==> config.mk <==
export PLATFORM = sky130hd
export DESIGN_NAME = score_keeper
export DESIGN_NICKNAME = d
export VERILOG_FILES = /design/src/rtl/score_pkg.sv /design/src/rtl/bcd2_counter.sv /design/src/rtl/score_keeper.sv
export SDC_FILE = /design/constraint.sdc
export NUM_CORES = 1
export LEC_CHECK = 0
export ABC_AREA = 1
export CORE_ASPECT_RATIO = 1.2
export CORE_MARGIN = 10
export CORE_UTILIZATION = 64
export CTS_CLUSTER_DIAMETER = 120
export DETAILED_ROUTE_END_ITERATION = 8
export MAX_ROUTING_LAYER = met4
export PLACE_DENSITY_LB_ADDON = 0.3
export SYNTH_ARGS = -nofsm -noshare
export SYNTH_HDL_FRONTEND = slang
export SYNTH_HIERARCHICAL = 1
export SYNTH_SLANG_ARGS = --single-unit
==> constraint.sdc <==
create_clock -name Clk -period 10.9 [get_ports Clk]
set_input_delay 2.725 -clock Clk [delete_from_list [all_inputs] [get_ports Clk]]
set_output_delay 2.725 -clock Clk [all_outputs]
set_load 0.02 [all_outputs]
==> src/rtl/score_pkg.sv <==
// -----------------------------------------------------------------------------
// score_pkg
//   Shared types and helpers for the score_keeper block.
//   - bcd2_t        : two-digit BCD score (tens, ones)
//   - score_state_t : game state machine encoding
//   - WINNER_*      : encodings driven on the winner output
//   - bcd2_to_int   : BCD pair to binary value, used for threshold compares
//   - bcd2_inc_sat  : BCD increment that saturates at 99
// -----------------------------------------------------------------------------
package score_pkg;

  typedef struct packed {
    logic [3:0] tens;
    logic [3:0] ones;
  } bcd2_t;

  typedef enum logic [1:0] {
    IDLE = 2'd0,
    PLAY = 2'd1,
    HOLD = 2'd2,
    OVER = 2'd3
  } score_state_t;

  localparam logic [1:0] WINNER_NONE = 2'b00;
  localparam logic [1:0] WINNER_P1   = 2'b01;
  localparam logic [1:0] WINNER_P2   = 2'b10;
  localparam logic [1:0] WINNER_DRAW = 2'b11;

  localparam bcd2_t BCD2_ZERO = '{tens: 4'd0, ones: 4'd0};
  localparam bcd2_t BCD2_MAX  = '{tens: 4'd9, ones: 4'd9};

  function automatic int unsigned bcd2_to_int(input bcd2_t v);
    return (32'(v.tens) * 32'd10) + 32'(v.ones);
  endfunction

  function automatic bcd2_t bcd2_inc_sat(input bcd2_t v);
    bcd2_t r;
    r = v;
    if (v == BCD2_MAX) begin
      r = v;
    end else if (v.ones == 4'd9) begin
      r.ones = 4'd0;
      r.tens = v.tens + 4'd1;
    end else begin
      r.ones = v.ones + 4'd1;
    end
    return r;
  endfunction

endpackage : score_pkg

==> src/rtl/bcd2_counter.sv <==
// -----------------------------------------------------------------------------
// bcd2_counter
//   Two-digit BCD up-counter for one player's score. Saturates at 99.
//   Ports:
//     Clk    in  system clock
//     Reset  in  asynchronous, active-high reset (count -> 00)
//     clear  in  synchronous clear to 00, wins over inc
//     inc    in  add one point this cycle
//     tens   out BCD tens digit
//     ones   out BCD ones digit
// -----------------------------------------------------------------------------
module bcd2_counter
  import score_pkg::*;
(
  input  logic       Clk,
  input  logic       Reset,
  input  logic       clear,
  input  logic       inc,
  output logic [3:0] tens,
  output logic [3:0] ones
);

  bcd2_t count_q, count_d;

  always_comb begin
    // NOTE: every always_comb output gets a default first so no path leaves it
    // unassigned; otherwise synthesis infers a latch.
    count_d = count_q;
    if (clear) begin
      count_d = BCD2_ZERO;
    end else if (inc) begin
      count_d = bcd2_inc_sat(count_q);
    end
  end

  // NOTE: sequential state uses non-blocking (<=) so all flops sample the
  // pre-edge values; blocking here would create order-dependent simulation.
  always_ff @(posedge Clk or posedge Reset) begin
    if (Reset) begin
      count_q <= BCD2_ZERO;
    end else begin
      count_q <= count_d;
    end
  end

  assign tens = count_q.tens;
  assign ones = count_q.ones;

endmodule : bcd2_counter

==> src/rtl/score_keeper.sv <==
// -----------------------------------------------------------------------------
// score_keeper
//   Converts the puck's per-frame hit_target / hit_floor level flags into
//   one-point-per-event BCD scores for two players, applies a serve hold-off
//   after each point, detects the winner and drives four seven-segment nibbles.
//
//   frame_clk is VGA vsync: it is synchronised into the Clk domain and only
//   its rising edge (frame_tick) is used. Hit flags are sampled on frame_tick
//   and an event is a rising edge between consecutive samples.
//
//   Parameters:
//     WIN_SCORE      points needed to win (1..99)
//     HOLDOFF_FRAMES frame ticks after a point during which hits are ignored
//     SYNC_STAGES    synchroniser depth for the three asynchronous inputs
//
//   Ports:
//     Clk           in  50 MHz system clock
//     Reset         in  asynchronous, active-high reset
//     frame_clk     in  VGA vertical sync
//     hit_target    in  level; rising edge = point to player 1
//     hit_floor     in  level; rising edge = point to player 2
//     game_active   in  high while a game screen is shown
//     clear_scores  in  single-Clk pulse: zero scores, return to IDLE
//     p1_ones/tens  out player-1 BCD digits
//     p2_ones/tens  out player-2 BCD digits
//     point_pulse   out one-Clk pulse the cycle after a point is awarded
//     winner        out 00 none, 01 player 1, 10 player 2, 11 draw
//     game_over     out high in OVER
//
//   Build option:
//     SCORE_WIN_BY_TWO_EN  when defined, a win also needs a 2-point lead;
//                          99-99 followed by another point ends as a draw.
// -----------------------------------------------------------------------------
module score_keeper
  import score_pkg::*;
#(
  parameter int unsigned WIN_SCORE      = 7,
  parameter int unsigned HOLDOFF_FRAMES = 60,
  parameter int unsigned SYNC_STAGES    = 2
) (
  input  logic       Clk,
  input  logic       Reset,
  input  logic       frame_clk,
  input  logic       hit_target,
  input  logic       hit_floor,
  input  logic       game_active,
  input  logic       clear_scores,
  output logic [3:0] p1_ones,
  output logic [3:0] p1_tens,
  output logic [3:0] p2_ones,
  output logic [3:0] p2_tens,
  output logic       point_pulse,
  output logic [1:0] winner,
  output logic       game_over
);

  localparam logic [7:0] HOLDOFF_LOAD = 8'(HOLDOFF_FRAMES);

  // ---------------------------------------------------------------------------
  // Input synchronisers: bit 0 takes the raw input, the MSB is the safe copy.
  // ---------------------------------------------------------------------------
  logic [SYNC_STAGES-1:0] frame_sync_q, frame_sync_d;
  logic [SYNC_STAGES-1:0] tgt_sync_q,   tgt_sync_d;
  logic [SYNC_STAGES-1:0] flr_sync_q,   flr_sync_d;

  always_comb begin
    frame_sync_d = (frame_sync_q << 1) | SYNC_STAGES'(frame_clk);
    tgt_sync_d   = (tgt_sync_q   << 1) | SYNC_STAGES'(hit_target);
    flr_sync_d   = (flr_sync_q   << 1) | SYNC_STAGES'(hit_floor);
  end

  logic frame_s, tgt_s, flr_s;
  assign frame_s = frame_sync_q[SYNC_STAGES-1];
  assign tgt_s   = tgt_sync_q[SYNC_STAGES-1];
  assign flr_s   = flr_sync_q[SYNC_STAGES-1];

  // ---------------------------------------------------------------------------
  // Frame tick and per-frame edge detection. The hit history advances on every
  // tick regardless of state, so a flag still high when hold-off expires is
  // already "old" and does not score.
  // ---------------------------------------------------------------------------
  logic frame_prev_q, frame_prev_d;
  logic tgt_prev_q,   tgt_prev_d;
  logic flr_prev_q,   flr_prev_d;
  logic frame_tick, evt1, evt2;

  assign frame_tick = frame_s & ~frame_prev_q;
  assign evt1       = frame_tick & tgt_s & ~tgt_prev_q;
  assign evt2       = frame_tick & flr_s & ~flr_prev_q;

  always_comb begin
    frame_prev_d = frame_s;
    tgt_prev_d   = frame_tick ? tgt_s : tgt_prev_q;
    flr_prev_d   = frame_tick ? flr_s : flr_prev_q;
  end

  // ---------------------------------------------------------------------------
  // Score counters
  // ---------------------------------------------------------------------------
  logic  inc1, inc2, clr;
  bcd2_t p1_cur, p2_cur;
  bcd2_t p1_next, p2_next;

  bcd2_counter u_p1 (
    .Clk   (Clk),
    .Reset (Reset),
    .clear (clr),
    .inc   (inc1),
    .tens  (p1_tens),
    .ones  (p1_ones)
  );

  bcd2_counter u_p2 (
    .Clk   (Clk),
    .Reset (Reset),
    .clear (clr),
    .inc   (inc2),
    .tens  (p2_tens),
    .ones  (p2_ones)
  );

  assign p1_cur  = {p1_tens, p1_ones};
  assign p2_cur  = {p2_tens, p2_ones};
  // Post-increment values let the win decision land in the same cycle as the
  // increment, so a winning point goes straight to OVER without a hold-off.
  assign p1_next = bcd2_inc_sat(p1_cur);
  assign p2_next = bcd2_inc_sat(p2_cur);

  // ---------------------------------------------------------------------------
  // Game state machine
  // ---------------------------------------------------------------------------
  score_state_t state_q, state_d;
  logic [7:0]   hold_q,  hold_d;
  logic [1:0]   winner_q, winner_d;
  logic         pulse_q, pulse_d;

  bcd2_t       scorer_next;
  int unsigned scorer_int;
`ifdef SCORE_WIN_BY_TWO_EN
  int unsigned other_int;
  logic        both_max;
`endif

  always_comb begin
    scorer_next = evt1 ? p1_next : p2_next;
    scorer_int  = bcd2_to_int(scorer_next);
`ifdef SCORE_WIN_BY_TWO_EN
    other_int   = evt1 ? bcd2_to_int(p2_cur) : bcd2_to_int(p1_cur);
    both_max    = (p1_cur == BCD2_MAX) && (p2_cur == BCD2_MAX);
`endif
  end

  always_comb begin
    state_d  = state_q;
    hold_d   = hold_q;
    winner_d = winner_q;
    pulse_d  = 1'b0;
    inc1     = 1'b0;
    inc2     = 1'b0;
    clr      = 1'b0;

    if (clear_scores) begin
      // Clear outranks anything else happening this cycle, including an event.
      clr      = 1'b1;
      winner_d = WINNER_NONE;
      hold_d   = 8'd0;
      state_d  = IDLE;
    end else begin
      case (state_q)
        IDLE: begin
          if (game_active) state_d = PLAY;
        end

        PLAY: begin
          if (!game_active) begin
            state_d = IDLE;
          end else if (evt1 ^ evt2) begin
            // Simultaneous events are a let and fall through unchanged.
            pulse_d = 1'b1;
`ifdef SCORE_WIN_BY_TWO_EN
            if (both_max) begin
              state_d  = OVER;
              winner_d = WINNER_DRAW;
            end else begin
              inc1 = evt1;
              inc2 = evt2;
              if (scorer_int >= WIN_SCORE && scorer_int >= other_int + 32'd2) begin
                state_d  = OVER;
                winner_d = evt1 ? WINNER_P1 : WINNER_P2;
              end else begin
                hold_d  = HOLDOFF_LOAD;
                state_d = HOLD;
              end
            end
`else
            inc1 = evt1;
            inc2 = evt2;
            if (scorer_int >= WIN_SCORE) begin
              state_d  = OVER;
              winner_d = evt1 ? WINNER_P1 : WINNER_P2;
            end else begin
              hold_d  = HOLDOFF_LOAD;
              state_d = HOLD;
            end
`endif
          end
        end

        HOLD: begin
          if (!game_active) begin
            hold_d  = 8'd0;
            state_d = IDLE;
          end else if (frame_tick) begin
            if (hold_q <= 8'd1) begin
              hold_d  = 8'd0;
              state_d = PLAY;
            end else begin
              hold_d = hold_q - 8'd1;
            end
          end
        end

        OVER: begin
          // Only clear_scores or Reset leaves OVER.
        end

        default: begin
          state_d = IDLE;
        end
      endcase
    end
  end

  always_ff @(posedge Clk or posedge Reset) begin
    if (Reset) begin
      frame_sync_q <= '0;
      tgt_sync_q   <= '0;
      flr_sync_q   <= '0;
      frame_prev_q <= 1'b0;
      tgt_prev_q   <= 1'b0;
      flr_prev_q   <= 1'b0;
      state_q      <= IDLE;
      hold_q       <= 8'd0;
      winner_q     <= WINNER_NONE;
      pulse_q      <= 1'b0;
    end else begin
      frame_sync_q <= frame_sync_d;
      tgt_sync_q   <= tgt_sync_d;
      flr_sync_q   <= flr_sync_d;
      frame_prev_q <= frame_prev_d;
      tgt_prev_q   <= tgt_prev_d;
      flr_prev_q   <= flr_prev_d;
      state_q      <= state_d;
      hold_q       <= hold_d;
      winner_q     <= winner_d;
      pulse_q      <= pulse_d;
    end
  end

  assign point_pulse = pulse_q;
  assign winner      = winner_q;
  assign game_over   = (state_q == OVER);

endmodule : score_keeper

==> results of run 1 <==
Yosys cell counts (2+ instances only):
library cell | count | share of area [%]
nand2_1 | 99 | 11
nor2_4 | 4 | 1.4
nor2_1 | 47 | 5.5
inv_1 | 52 | 6.0
nand3_1 | 50 | 7.7
o21ai_2 | 4 | 1.1
inv_2 | 7 | 0.81
clkinv_1 | 3 | 0.35
nor2_2 | 4 | 0.77
a31oi_1 | 2 | 0.39
nor3_1 | 6 | 0.93
nand2_4 | 5 | 1.7
nand3b_1 | 3 | 0.70
xor2_1 | 7 | 1.9
a21oi_1 | 15 | 2.3
dfrtp_1 | 38 | 29
o21ai_4 | 2 | 1.0
nand2_2 | 22 | 4.3
nand3_2 | 5 | 1.5
o21a_1 | 2 | 0.46
fa_1 | 2 | 1.2
o22ai_1 | 2 | 0.39
or2_0 | 2 | 0.39
nand4_1 | 4 | 0.77
xnor2_1 | 3 | 0.81
o21ai_0 | 11 | 1.7
buf_2 | 2 | 0.31
ha_1 | 27 | 10
metal layers:
metal  vias to the layer above  track usage [%]  share of wire, %  wire, um
li1                       1475                -                 -         -
met1                      1372             19.7                42      2980
met2                        61             32.5                53      3760
met3                        10             3.33               3.7       259
met4                         0             5.08              0.91        64
met5                         -                -                 0         0
registers in the layout, summed over array words and instances (netlist names), 2 cells and up:
signal / flops
hold_q: 8
u_p1/ones: 4
u_p1/tens: 4
u_p2/ones: 4
u_p2/tens: 4
flr_sync_q: 2
frame_sync_q: 2
state_q: 2
tgt_sync_q: 2
winner: 2
worst reg2reg max path, stage by stage, from the launching register on:
cell and delay [ps]:
dfrtp_1 560, ha_1 230, nand2_2 90, nor2_8 160, inv_1 80, nor2_1 130, inv_1 80, nand2_1 60
o21ai_0 120, o21a_1 250, ha_1 310, ha_1 160, inv_1 50, fa_1 500, nand3b_1 120, nand3_1 70
nor2_1 140, nand2_2 80, nor2_4 110, nand4_4 110, nand2_4 150, nand2_8 100, nand2_2 70, nand2_1 50
path summary, 6_finish.rpt:
path,from,end,slack (ps),depth (start not counted)
setup reg to reg,u_p2/ones[0],hold_q[3],7030,23
setup / recovery,clear_scores,state_q[0],6250,7
max in group asynchronous,Reset,point_pulse,7400,2
hold reg to reg,tgt_sync_q[0],tgt_sync_q[1],350,0
hold / removal,tgt_sync_q[0],tgt_sync_q[1],350,0
min in group asynchronous,Reset,u_p2/tens[3],2750,2
power breakdown:
group | internal, uW | switching, uW
combinational | 72.7 | 114
sequential | 159 | 25.9
clock | 42.9 | 48.1
total | 274 | 188
cells by family after synthesis:
logic type	count (synthesis)	share of synthesized area, %
xor+xnor	10	2.71
buf+inv	66	7.98
fa+ha+maj	29	11.7
compound gates	42	8.36
flops	38	29.4
simple gates	256	39.8
area by class of cell:
cell class                 instances  area (um2)  share of cell area, %
multi-input combinational        337        2020                   55.9
sequential                        38         951                   26.3
timing repair buffer              26         260                   7.19
inverter                          62         233                   6.43
tap                               60        75.1                   2.07
clock buffer                       5        68.8                   1.90
clock inverter                     2        10.0                  0.276
stage by stage:
step	instance area, um2	total power (uW)	util [%]	std cells
3_5_place_dp	3540	372	72.2	523
3_3_place_gp	3540	365	72.2	523
2_1_floorplan	3230	324	-	441
6_report	3620	463	73.8	530
4_1_cts	3620	465	73.8	530
5_1_grt	3620	499	73.8	530
cells in the final DEF, fill, tap and decap left out, types with 3 or more instances in the layout:
cell,n
a21oi_1,15
clkbuf_8,5
clkdlybuf4s50_1,26
clkinv_1,3
dfrtp_1,38
ha_1,27
inv_1,52
inv_2,7
nand2_1,99
nand2_2,22
nand2_4,5
nand3_1,50
nand3_2,5
nand3b_1,3
nand4_1,4
nor2_1,47
nor2_2,4
nor2_4,4
nor3_1,6
o21ai_0,11
o21ai_2,4
xnor2_1,3
xor2_1,7
==> results.toml, run 1 <==
[clock_network]
numCtsBuffers = 5
cts_max_level = 2
cts.clk_slew.worst_paths_ps = 70
cts_buffer_depth = 2
post_cts_buffers = 0
clockRootBuffer = "clkbuf_8"
cts.sinks = 38
insertion_delay_ps = 290
holdBufCountCts = 0
postCtsResizedCells = 0
cts_tree = "yes"

[critical_path]
critPathCaptureType = "flip-flop"
cp_num_buf_inv = 2
crit_family = "buffers and inverters"
crit_arrival_ps = 4830
path_max_fanout = 25
slowest_delay_ps = 890
required_ps = 11080
crit_slowest_cell = "clkdlybuf4s50_1"
worst-setup-path-type = "primary input to flip-flop"
critPathMostFrequentCell = "nand2_1"
worstPathCellList = "clkdlybuf4s50_1 -> nor3_1 -> clkinv_1 -> nand3_1 -> nor2_1 -> nand2_1 -> nand2_1"
start_kind = "primary input"

[timing]
period_needed_ps = 4650
layout_worst_path_cycle_share_pct = 42.7
setup_tns_ps = 0
rsz0062_at_grt = "no"
fin_skew_ps = 2.80
setup_viol = 0
worst_pin_slew_ps = 925
slew_violations = 0
hold_viol = 0
max_freq_ghz = 0.215
whs_ps = 353
relSlewSlack_pct = 38.1
fin_ws_ps = 6250

[finish]
fillers = 401
final_layout_size_suffix_gt1_share_pct = 13.6
fin_nets = 506
diodes = 0
area_delta_synth_final_pct = 12.0

[route]
num_vias = 2918
first_pass_iters = 4
routed_via_density = 5.51
antenna_left = 0
drt_iter0_markers = 149
wire_per_inst_um = 13.3
drc = 0
finalWirelength_um = 7060

[yosys]
synth_nets = 477
synth_edf_count = 0
syn_area_um2 = 3230
syn_avg_cell_area_um2 = 7.33
synth-main-ff-cell = "dfrtp_1"
synth_cells = 441
ys_seq_area_share_pct = 29.4
yosysUniqueCellTypes = 39
synthArstFlopShare_pct = 100
ys_seq_elements = 38
synth_warnings = 6

[die]
dieArea_um2 = 8300
ios = 27
fp.dieH_um = 97.8
start_util_pct = 65.9
rows = 28
fp.dieW_um = 84.9
core_area_um2 = 4900

[place]
pre_cts_ws_ps = 5980
portBuffers = 26
dp_hpwl_um = 5450
globalplace.congestion = 0.938

[global_route]
grt_pass1_vias = 2949
grt_pass1_wl_um = 12600
grt_use_total_pct = 18.1
overflow = 0
grt_max_degree = 26
antenna_found_initial = 0

[power_and_ir_drop]
p_per_area_nw_per_um2 = 128
leakage_uw = 0.00178
vdd_drop_max_uv = 83.2

[run_status]
status = "completed"

[job]
maxCapViolCount = 0

[hold_path]
hold_path.class = "flip-flop to flip-flop"
(Power assumes the default switching activity.)
==> run 2, diff against run 1 <==
--- a/config.mk
+++ b/config.mk
@@ -8,7 +8,7 @@
 export ABC_AREA = 1
 export CORE_ASPECT_RATIO = 1.2
 export CORE_MARGIN = 10
-export CORE_UTILIZATION = 64
+export CORE_UTILIZATION = 59
 export CTS_CLUSTER_DIAMETER = 120
 export DETAILED_ROUTE_END_ITERATION = 8
 export MAX_ROUTING_LAYER = met4
==> constraint.sdc (replaced) <==
create_clock -name Clk -period 4.5 [get_ports Clk]
set_input_delay 1.125 -clock Clk [delete_from_list [all_inputs] [get_ports Clk]]
set_output_delay 1.125 -clock Clk [all_outputs]
set_load 0.02 [all_outputs]
==> run 2 against run 1 <==
Against the previous run: cell area grew 1.9%; first-iteration DRC count increased by 7.4%; setup slack worse by 5500 ps; sequential power up 140%; hold slack worse by 6.5 ps; die area increased by 6.6%; clock skew up 2.2 ps; core utilization is 4.2 points lower; cell count is 0.75% higher; non-clock buffer count rose by 1; combinational power grew 140%; register-to-register slack worse by 6300 ps; critical endpoint is now hold_q[5].
==> results.toml, run 2 (same netlist as run 1, synthesis figures left out) <==
[clock_network]
cts_tree = "yes"
cts.sinks = 38
postCtsResizedCells = 0
insertion_delay_ps = 300
cts_buffer_depth = 2
post_cts_buffers = 0
cts_max_level = 2
clockRootBuffer = "clkbuf_8"
holdBufCountCts = 0
numCtsBuffers = 5
cts.clk_slew.worst_paths_ps = 80

[power_and_ir_drop]
leakage_uw = 0.00181
combPwrFrac_pct = 35.7
power.share.clock_pct = 28.4
power.internal_uw = 782
p_per_area_nw_per_um2 = 337
seq_power_share_pct = 35.8
vdd_drop_max_uv = 256
switching_share_pct = 37.1
power_switching_uw = 461

[timing]
fin_skew_ps = 5.04
setup_tns_ps = 0
slew_violations = 0
rsz0062_at_grt = "no"
relSlewSlack_pct = 42.0
max_freq_ghz = 0.264
layout_worst_path_cycle_share_pct = 84.0
worst_pin_slew_ps = 869
period_needed_ps = 3780
hold_viol = 0
whs_ps = 347
setup_viol = 0

[critical_path]
start_kind = "flip-flop"
required_ps = 4700
critPathMostFrequentCell = "nand2_2"
crit_arrival_ps = 3980
timing.rr.start = "u_p2/ones[0]"
path_max_fanout = 11
critPathCaptureType = "flip-flop"
worstPathCellList = "ha_1 -> nand2_2 -> nor2_8 -> inv_1 -> nor2_1 -> inv_1 -> nand2_1 -> o21ai_0 -> o21a_1 -> ha_1 -> ha_1 -> inv_1 -> fa_1 -> nand3b_1 -> nand3_1 -> nor2_1 -> nand2_2 -> nor2_4 -> nand4_4 -> nand2_4 -> nand2_8 -> nand2_2 -> nand2_2"
rr_worst_depth = 23
r2r_end = "hold_q[5]"
slowest_delay_ps = 550
crit_slowest_cell = "dfrtp_1"
worst-setup-path-type = "flip-flop to flip-flop"
rrSetupSlack_ps = 720

[route]
first_pass_iters = 4
finalWirelength_um = 7250
drt_iter0_markers = 160
routed_via_density = 5.47
drc = 0
num_vias = 2921
wire_per_inst_um = 13.6
antenna_left = 0

[hold_path]
hold_path.class = "flip-flop to flip-flop"
whs_endpoint = "tgt_sync_q[1]"
hold_depth = 0
min_from = "tgt_sync_q[0]"

[finish]
final_layout_size_suffix_gt1_share_pct = 14.0
diodes = 0
fin_nets = 507
layout_common_cells = "99 x nand2_1, 52 x inv_1, 50 x nand3_1, 47 x nor2_1, 38 x dfrtp_1"
finalInstanceArea_um2 = 3690
area_delta_synth_final_pct = 14.2
mostFrequentLayoutCell = "nand2_1"
largest_register = "hold_q"
largest_register_ffs = 8
final_core_util_pct = 69.7

[job]
maxCapViolCount = 0

[global_route]
grt_pass1_vias = 2940
grt_pass1_wl_um = 12500
grt_max_degree = 23
antenna_found_initial = 0
overflow = 0
grt_use_total_pct = 17.6

[die]
rows = 29
ios = 27
core_area_um2 = 5300
fp.dieW_um = 87.6
dieArea_um2 = 8850
start_util_pct = 61.0
fp.dieH_um = 101

[place]
globalplace.congestion = 0.972
place_area_um2 = 3550
portBuffers = 26
dp_hpwl_um = 5730

[run_status]
status = "completed"
## run 2: cell count changes in the layout (fill, tap and decap cells not counted)
cell	change
buf_4	+1
bufinv_16	+2
clkinv_2	-2
clkinv_4	+1
## run 2: power by group through the flow
stage	sequential (uW)	combinational, uW	clock (uW)
2_1_floorplan	453	332	0
3_3_place_gp	451	433	0
3_5_place_dp	452	444	0
4_1_cts	445	448	362
5_1_grt	455	506	377
6_report	445	444	354
## run 2: layout make-up
type / count / area (um2)
clock buffers: 5 / 68.8
clock inverters: 3 / 68.8
fillers: 472 / 1610
inverters: 62 / 233
multi-input cells: 337 / 2020
flip-flops and latches: 38 / 951
well taps: 62 / 77.6
repair buffers: 27 / 268
## run 2: through the flow
step | total power, uW | setup WS, ps | instances
after floorplan | 784 | 911 | 441
after global placement | 884 | 890 | 526
after detailed placement | 897 | 731 | 526
after CTS | 1260 | 710 | 534
after global routing | 1340 | 380 | 534
final | 1240 | 718 | 534
## run 2: worst max path at each step
stage,depth (start not counted),slack (ps),to,from
floorplan,23,910,hold_q[5],u_p2/ones[0]
global placement,23,890,hold_q[5],u_p2/ones[0]
detailed placement,23,730,hold_q[7],u_p2/ones[0]
CTS,23,710,hold_q[7],u_p2/ones[0]
global route,23,380,hold_q[0],u_p2/ones[0]
finish,23,720,hold_q[5],u_p2/ones[0]
## run 2: worst max-delay path: cells and delay by family (launching register included)
family / cells / cell delay [ps]
flops: 1 / 550
buf+inv: 3 / 200
compound gates: 2 / 310
fa+ha+maj: 4 / 1190
simple gates: 14 / 1390
## run 2: per-layer routing
layer | GRT usage (%) | share of wire, % | vias up
met5 | - | 0 | -
met4 | 7.99 | 2.6 | 0
met3 | 3.24 | 3.6 | 18
met2 | 30.2 | 52 | 57
met1 | 19.0 | 42 | 1370
li1 | - | - | 1476
==> run 3, diff against run 2 <==
==> constraint.sdc (replaced) <==
create_clock -name Clk -period 3.9 [get_ports Clk]
set_input_delay 0.975 -clock Clk [delete_from_list [all_inputs] [get_ports Clk]]
set_output_delay 0.975 -clock Clk [all_outputs]
set_load 0.02 [all_outputs]
==> run 3 against run 2 <==
Against the previous run: clock skew hardly changed; largest power group is now combinational logic; critical path type unchanged; cell count up 2.2%; critical endpoint unchanged; sequential power is 12% higher; wire length up 1.2%; count of clock-buffer cells in the layout unchanged; via count up 1.8%.
==> results.toml, run 3 (same netlist as run 1, synthesis figures left out) <==
[route]
num_vias = 2975
drt_iter0_markers = 171
wire_per_inst_um = 13.4
finalWirelength_um = 7340
routed_via_density = 5.45
drc = 0
antenna_left = 0
first_pass_iters = 5

[finish]
fin_nets = 519
area_delta_synth_final_pct = 17.3
final_core_util_pct = 71.6
largest_register_ffs = 8
mostFrequentLayoutCell = "nand2_1"
diodes = 0
final_layout_size_suffix_gt1_share_pct = 16.5
largest_register = "hold_q"
final_cells = 546
layout_common_cells = "99 x nand2_1, 52 x inv_1, 50 x nand3_1, 47 x nor2_1, 37 x dfrtp_1"

[critical_path]
timing.rr.start = "u_p2/tens[1]"
critPathCaptureType = "flip-flop"
rrSetupSlack_ps = 300
rr_worst_depth = 23
worst-setup-path-type = "flip-flop to flip-flop"
r2r_end = "hold_q[5]"
required_ps = 4100
path_max_fanout = 9
crit_arrival_ps = 3800
start_kind = "flip-flop"

[clock_network]
cts.clk_slew.worst_paths_ps = 80
cts_tree = "yes"
numCtsBuffers = 5
cts_buffer_depth = 2
cts.sinks = 38
cts_max_level = 2
clockRootBuffer = "clkbuf_8"
insertion_delay_ps = 310

[timing]
hold_viol = 0
relSlewSlack_pct = 44.1
max_freq_ghz = 0.278
slew_violations = 0
layout_worst_path_cycle_share_pct = 92.3
setup_tns_ps = 0
setup_viol = 0
fin_skew_ps = 4.97
period_needed_ps = 3600
rsz0062_at_grt = "no"
worst_pin_slew_ps = 837

[power_and_ir_drop]
fin_total_pwr_uw = 1470
leakage_uw = 0.00187
p_per_area_nw_per_um2 = 387
vdd_drop_max_uv = 258

[die]
rows = 29
fp.dieH_um = 101
fp.dieW_um = 87.6
core_area_um2 = 5300
dieArea_um2 = 8850
ios = 27
start_util_pct = 61.0

[job]
maxCapViolCount = 0

[place]
portBuffers = 26
dpl.cell_count = 534
dp_hpwl_um = 5640
globalplace.congestion = 0.949

[hold_path]
whs_endpoint = "flr_sync_q[1]"
hold_depth = 0
min_from = "flr_sync_q[0]"
hold_path.class = "flip-flop to flip-flop"

[global_route]
grt_pass1_wl_um = 12500
antenna_found_initial = 0
grt_max_degree = 23
overflow = 0
grt_pass1_vias = 2854
grt_use_total_pct = 17.6

[run_status]
status = "completed"
## run 3: cell count changes in the layout (fill, tap and decap cells not counted)
cell,previous run,this run
buf_4,1,13
nand2_4,5,4
o21a_1,2,1
dfrtp_1,38,37
o21a_2,0,1
nand2_8,1,2
dfrtp_2,0,1
## run 3: area by class of cell
class / instances / area, um2
Tap cell: 62 / 77.6
Clock inverter: 3 / 68.8
Sequential cell: 38 / 952
Clock buffer: 5 / 68.8
Timing Repair Buffer: 39 / 358
Fill cell: 398 / 1510
Inverter: 62 / 233
Multi-Input combinational cell: 337 / 2030
## run 3: worst max-delay path: stages (launching register included)
cell	delay (ps)
dfrtp_1	480
inv_1	90
ha_1	180
nand2_1	60
nor2_1	60
nor2_1	150
inv_1	80
nand2_1	60
o21ai_0	90
o21a_2	240
ha_1	290
ha_1	170
inv_1	60
fa_1	520
nand3b_1	110
nand3_1	70
nor2_1	130
nand2_2	80
nor2_4	110
nand4_4	130
nand2_8	120
nand2_8	90
nand2_2	80
nand2_2	40
## run 3: worst max-delay path by stage
stage / start / to / slack, ps / cells after the start
after global routing: u_p2/ones[1] / hold_q[0] / 30 / 24
after floorplan: u_p2/ones[0] / hold_q[5] / 310 / 23
after global placement: u_p1/ones[0] / hold_q[6] / 330 / 21
after detailed placement: u_p1/ones[0] / hold_q[6] / 160 / 21
after CTS: u_p1/ones[0] / hold_q[6] / 140 / 21
final: u_p2/tens[1] / hold_q[5] / 300 / 23
## run 3: report_power, final
part | internal, uW | switching (uW) | total (uW) | leakage, uW
clock | 256 | 161 | 417 | 0.0000683
combinational | 221 | 333 | 554 | 0.00131
sequential | 443 | 54.1 | 497 | 0.000494
total | 921 | 547 | 1470 | 0.00187
## run 3: what timing repair did
action | CTS | global route
hold buffers | 0 | 0
setup buffers | 0 | 4
endpoints found under the setup margin | 0 | 11
resized for setup | 0 | 3
## run 3: metrics by stage
step	area, um2	setup WS, ps	hold WS, ps
finish	3790	300	359
global route	3790	27.4	363
CTS	3750	136	359
detailed placement	3610	163	343
global placement	3610	331	335
floorplan	3230	311	331
## run 3: per-layer routing
metal	part of all wire [%]	GRT usage, %	vias up
met2	50	29.1	72
met4	3.2	7.86	0
li1	-	-	1506
met3	4.6	3.40	22
met1	42	20.1	1375
met5	0	-	-
